## config.mk

```make
export PLATFORM = sky130hd
export DESIGN_NAME = spi_config_master
export DESIGN_NICKNAME = d
export VERILOG_FILES = /design/src/rtl/spi_config_master.sv
export SDC_FILE = /design/constraint.sdc
export NUM_CORES = 1
export LEC_CHECK = 0
export BUFFER_PORTS_ARGS = -buffer_cell sky130_fd_sc_hd__buf_2
export CAP_MARGIN = 20
export CORE_AREA = 2 2 69 58
export CTS_CLUSTER_DIAMETER = 120
export DETAILED_ROUTE_END_ITERATION = 10
export DIE_AREA = 0 0 71 60
export PLACE_DENSITY = 0.75
export SLEW_MARGIN = 30
export SYNTH_ARGS = -nofsm -noshare
export SYNTH_HDL_FRONTEND = slang
export SYNTH_SLANG_ARGS = --single-unit
```

## constraint.sdc

```tcl
create_clock -name system_clock -period 3.9 [get_ports system_clock]
set_input_delay 0.975 -clock system_clock [delete_from_list [all_inputs] [get_ports system_clock]]
set_output_delay 0.975 -clock system_clock [all_outputs]
set_load 0.03 [all_outputs]
```

## src/rtl/spi_config_master.sv

```systemverilog
// SPI mode-0 configuration master: streams FRAME_BYTES bytes per SS-low frame, MSB first.
// Optional MISO capture into rx_data/rx_valid is enabled by defining SPI_MISO_CAPTURE_EN.
module spi_config_master #(
  parameter int unsigned CLK_DIV     = 4,
  parameter int unsigned FRAME_BYTES = 215
) (
  input  logic       system_clock,
  input  logic       reset,
  input  logic       start,
  input  logic       abort,
  input  logic [7:0] tx_data,
  input  logic       tx_valid,
  output logic       tx_ready,
  output logic       busy,
  output logic       done,
  output logic [7:0] rx_data,
  output logic       rx_valid,
  output logic       SCLK,
  output logic       MOSI,
  output logic       SS,
  input  logic       MISO
);

  localparam int unsigned CW       = $clog2(FRAME_BYTES + 1);
  localparam logic [7:0]  DIV_LAST = 8'(CLK_DIV - 1);

  typedef enum logic [2:0] {IDLE, SETUP, LOAD, SHIFT, HOLD} state_t;

  state_t          state_q, state_d;
  logic [7:0]      div_q, div_d;
  logic [2:0]      bit_q, bit_d;
  logic [CW-1:0]   cnt_q, cnt_d;
  logic [7:0]      sr_q, sr_d;
  logic            sclk_q, sclk_d;
  logic            ss_q, ss_d;
  logic            done_q, done_d;
  logic            div_last;

`ifdef SPI_MISO_CAPTURE_EN
  logic [7:0]      rxsr_q, rxsr_d;
  logic [7:0]      rxd_q, rxd_d;
  logic            rxv_q, rxv_d;
`endif

  assign div_last = (div_q == DIV_LAST);

  always_ff @(posedge system_clock or posedge reset) begin
    if (reset) begin
      state_q <= IDLE;
      div_q   <= '0;
      bit_q   <= '0;
      cnt_q   <= '0;
      sr_q    <= '0;
      sclk_q  <= 1'b0;
      ss_q    <= 1'b1;
      done_q  <= 1'b0;
`ifdef SPI_MISO_CAPTURE_EN
      rxsr_q  <= '0;
      rxd_q   <= '0;
      rxv_q   <= 1'b0;
`endif
    end else begin
      state_q <= state_d;
      div_q   <= div_d;
      bit_q   <= bit_d;
      cnt_q   <= cnt_d;
      sr_q    <= sr_d;
      sclk_q  <= sclk_d;
      ss_q    <= ss_d;
      done_q  <= done_d;
`ifdef SPI_MISO_CAPTURE_EN
      rxsr_q  <= rxsr_d;
      rxd_q   <= rxd_d;
      rxv_q   <= rxv_d;
`endif
    end
  end

  always_comb begin
    state_d = state_q;
    if (state_q != IDLE && abort) begin
      state_d = IDLE;
    end else begin
      unique case (state_q)
        IDLE:  if (start && !abort) state_d = SETUP;
        SETUP: if (div_last) state_d = LOAD;
        LOAD:  if (tx_valid) state_d = SHIFT;
        SHIFT: if (div_last && sclk_q && bit_q == 3'd7)
                 state_d = (cnt_q == CW'(FRAME_BYTES)) ? HOLD : LOAD;
        HOLD:  if (div_last) state_d = IDLE;
        default: state_d = IDLE;
      endcase
    end
  end

  // Pin values are computed here one cycle ahead so SCLK/MOSI/SS come straight from flops.
  always_comb begin
    div_d  = div_q;
    bit_d  = bit_q;
    cnt_d  = cnt_q;
    sr_d   = sr_q;
    sclk_d = sclk_q;
    ss_d   = ss_q;
    done_d = 1'b0;
`ifdef SPI_MISO_CAPTURE_EN
    rxsr_d = rxsr_q;
    rxd_d  = rxd_q;
    rxv_d  = 1'b0;
`endif
    if (state_q != IDLE && abort) begin
      div_d  = '0;
      bit_d  = '0;
      sr_d   = '0;
      sclk_d = 1'b0;
      ss_d   = 1'b1;
    end else begin
      unique case (state_q)
        IDLE: begin
          sclk_d = 1'b0;
          ss_d   = 1'b1;
          sr_d   = '0;
          div_d  = '0;
          bit_d  = '0;
          if (start && !abort) begin
            ss_d  = 1'b0;
            cnt_d = '0;
          end
        end
        SETUP, HOLD: begin
          if (div_last) begin
            div_d = '0;
            if (state_q == HOLD) begin
              ss_d   = 1'b1;
              done_d = 1'b1;
            end
          end else begin
            div_d = div_q + 8'd1;
          end
        end
        LOAD: begin
          if (tx_valid) begin
            sr_d  = tx_data;
            cnt_d = cnt_q + CW'(1);
            div_d = '0;
            bit_d = '0;
          end
        end
        SHIFT: begin
          if (div_last) begin
            div_d = '0;
            if (!sclk_q) begin
              sclk_d = 1'b1;
`ifdef SPI_MISO_CAPTURE_EN
              rxsr_d = {rxsr_q[6:0], MISO};
              if (bit_q == 3'd7) begin
                rxd_d = {rxsr_q[6:0], MISO};
                rxv_d = 1'b1;
              end
`endif
            end else begin
              sclk_d = 1'b0;
              sr_d   = {sr_q[6:0], 1'b0};
              bit_d  = bit_q + 3'd1;
            end
          end else begin
            div_d = div_q + 8'd1;
          end
        end
        default: ;
      endcase
    end
  end

  assign tx_ready = (state_q == LOAD);
  assign busy     = (state_q != IDLE);
  assign done     = done_q;
  assign SCLK     = sclk_q;
  assign MOSI     = sr_q[7];
  assign SS       = ss_q;

`ifdef SPI_MISO_CAPTURE_EN
  assign rx_data  = rxd_q;
  assign rx_valid = rxv_q;
`else
  logic unused_miso;
  assign unused_miso = MISO;
  assign rx_data     = '0;
  assign rx_valid    = 1'b0;
`endif

endmodule

```

==> metrics.md <==
| Metric | Value |
|---|---|
| # diodes | 0 |
| First DRT Iteration DRCs | 107 |
| Relative slew slack | 43.95% |
| Clock skew | 2.438 ps |
| FMAX | 0.3984 GHz |
| DIE AREA | 4260 um^2 |
| Clock root cell | clkbuf_8 |
| Peak VDD IR | 314.3 uV |
| First-pass GRT wire length | 5975 um |
| Core ar. | 3628 um^2 |
| Clock Path Buffers | 2 |
| Hold Fails Final Rpt | 0 |
| FF/Latch Area | 827.0 um^2 |
| Library cells used by synthesis | 49 |
| Crit Path Class | flip-flop to primary output |
| Antenna violations before repair | 0 |
| Final WL | 3513 um |
| Maxcap violations | 0 |
| Proportion of layout cells with a drive suffix above 1 | 18.55% |
| Largest net degree at the start of global routing | 34 |
| H-tree levels | 2 |
| DIE WIDTH | 71 um |
| DRC | 0 |
| Power density cells | 512.3 nW/um^2 |
| Post-Route Utilization | 56.34% |
| Hold buffer count at cts | 0 |
| Setup Buffers After CTS | 0 |
| GRT met2 Usage | 26.57% |
| Vias per inst | 5.555 |
| Period minus WS final | 2510 ps |
| Tot GR Track Use | 18.30% |
| Fin nets | 238 |
| GP Congestion | 0.7892 |
| Final Cycle Share | 64.36% |
| Dpl hpwl | 2381 um |
| Cell count after placement | 257 |
| Setup TNS | 0 ps |
| Mapped Cells | 200 |
| Post-Syn Area | 1863 um^2 |
| Busiest layer in global routing | met2 |
| Fin Hold WS | 482.5 ps |
| Top post-synthesis cells by area | dfrtp_1, nor2_1, o21ai_0, buf_4, a22oi_1 |
| CP required | 2920 ps |
| Wirelength per Cell | 13.26 um |
| Top cell type's share of synthesized area | 42.98% |
| Initial Util | 51.34% |
| P&R area growth vs syn | 9.738% |
| RSZ-0062 raised after global routing | false |
| Num CTS Buffers | 5 |
| Post-synth top area cell | dfrtp_1 |
| Filler cells | 355 |
| Clk_lat worst skew | 280 ps |
| Mean Syn Cell Area | 9.315 um^2 |
| Post-detailed-route count of antenna-violating nets | 0 |
| Fraction of registers with async set/reset | 100.0% |
| EDFF count, synth | 0 |
| Clock Sinks | 33 |
| DR pass1 iterations | 4 |
| Setup WS post-layout | 1390 ps |
| Port bufs | 18 |
| Final setup vio count | 0 |
| Die Span Y | 60 um |
| Post-synthesis register bit count | 33 |
| YS warnings | 0 |
| Routing usage on met1 | 26.08% |
| Rows | 20 |
| DR vias | 1472 |
| GRT met3 Usage | 4.047% |
| Outcome | completed |
| CTS-repair resized insts | 0 |
| Worst setup SP type | flip-flop |
| Final non-filler cell total | 265 |
| I/O pin count | 29 |
| Synth Flop Type | dfrtp_1 |
| Worst EP arrival | 1540 ps |
| Leakage power | 0.9526 nW |
| CTS clk-pin slew, worst paths | 70 ps |
| Multi-input logic area | 949.7 um^2 |
| Worst hold path type | flip-flop to flip-flop |
| Vias in the first global route | 1301 |
| CTS tree | yes |
| Register area share after synthesis | 44.39% |
| Setup WS pre-CTS | 1391 ps |
| CP endpoint kind | primary output |
| Worst-margin pin slew | 833.8 ps |
| Remaining Overflow, GRT | 0 |
| Worst Path Max Fanout | 14 |
| Slew Viols, Final | 0 |
-- path summary, 6_finish.rpt --
kind / slack, ps / to / cells past startpoint / from
max reg2reg: 1740 / state_q[0]$_DFFE_PP0P_ / 6 / div_q[0]$_DFFE_PP0P_
min in group asynchronous: 760 / cnt_q[1]$_DFFE_PP0P_ / 3 / reset
max in group asynchronous: 2800 / SS$_DFFE_PP1P_ / 3 / reset
max: 1390 / tx_ready / 3 / state_q[2]$_DFFE_PP0P_
min reg2reg: 480 / bit_q[0]$_DFFE_PP0P_ / 1 / bit_q[0]$_DFFE_PP0P_
min: 480 / bit_q[0]$_DFFE_PP0P_ / 1 / bit_q[0]$_DFFE_PP0P_
-- flip-flops by register name, summed over array words and instances, names as in the netlist --
| register | count |
|---|---|
| SCLK | 1 |
| state_q | 3 |
| cnt_q | 8 |
| div_q | 8 |
| done | 1 |
| SS | 1 |
| sr_q | 8 |
| bit_q | 3 |
-- synth_stat cells, types with 4 or more instances --
library cell	instances
xor2_1	6
ha_1	4
nor2_1	25
nand4_1	5
nor3_1	5
nor2b_1	4
o21ai_0	15
and3_1	6
inv_1	7
a22oi_1	7
buf_2	4
dfrtp_1	32
nand3_1	8
nand2_1	11
buf_4	9
a21oi_1	9
-- worst max-delay path, cell delays in order, from the launching register on --
cell,delay [ps]
dfrtp_1,530
nand2b_1,310
nor2_1,180
buf_2,220
-- layer usage --
metal  part of all wire (%)  vias to the layer above  routed length (um)
li1                       -                      739                   -
met1                     50                      694                1747
met2                     44                       34                1557
met3                    4.3                        5                 151
met4                    1.6                        0                  57
met5                      0                        -                   0
-- stage by stage --
| stage | area (um^2) | power (mW) |
|---|---|---|
| final | 2044 | 1.047 |
| after global routing | 2044 | 1.118 |
| after CTS | 2039 | 1.056 |
| after detailed placement | 1958 | 0.8053 |
| after global placement | 1958 | 0.7947 |
| after floorplan | 1893 | 0.7360 |
-- power breakdown --
part           leakage, nW  internal (mW)  switching, mW
Clock               0.0422          0.125          0.122
Sequential           0.450          0.393         0.0629
Combinational        0.461          0.126          0.218
-- logic make-up after synthesis --
logic type,Yosys count,share of synthesized area [%]
compound gates,46,16.25
xor+xnor,7,3.291
fa+ha+maj,4,2.686
buf+inv,22,6.514
flops,33,44.39
mux,3,1.612
other cells,1,0.2013
simple gates,84,25.05
-- area by class of cell --
cell class              instances  share of cell area [%]
inverters                       7                   1.285
clock inverters                 1                  0.2448
well taps                      44                   2.693
multi-input cells             153                   46.45
flip-flops and latches         33                   40.45
clock buffers                   7                   3.733
repair buffers                 20                   5.141
-- layout by cell type (no fill, tap or decap), types with 2 or more instances in the layout --
cell type / instances
nand2b_1: 2
xor2_1: 6
nor3b_1: 3
ha_1: 4
nand3_1: 8
o21ai_0: 15
a31oi_1: 2
clkbuf_1: 2
dfrtp_1: 32
conb_1: 9
and3_1: 6
o31ai_1: 2
nor2b_1: 4
nor3_1: 4
clkbuf_8: 5
mux2i_1: 3
nand2_1: 11
buf_4: 2
a22oi_1: 7
or3b_2: 2
nand4_1: 5
buf_2: 18
nand3b_1: 3
nor2_1: 25
inv_1: 7
a21oi_1: 9
Power figures use the tool's default switching activity.
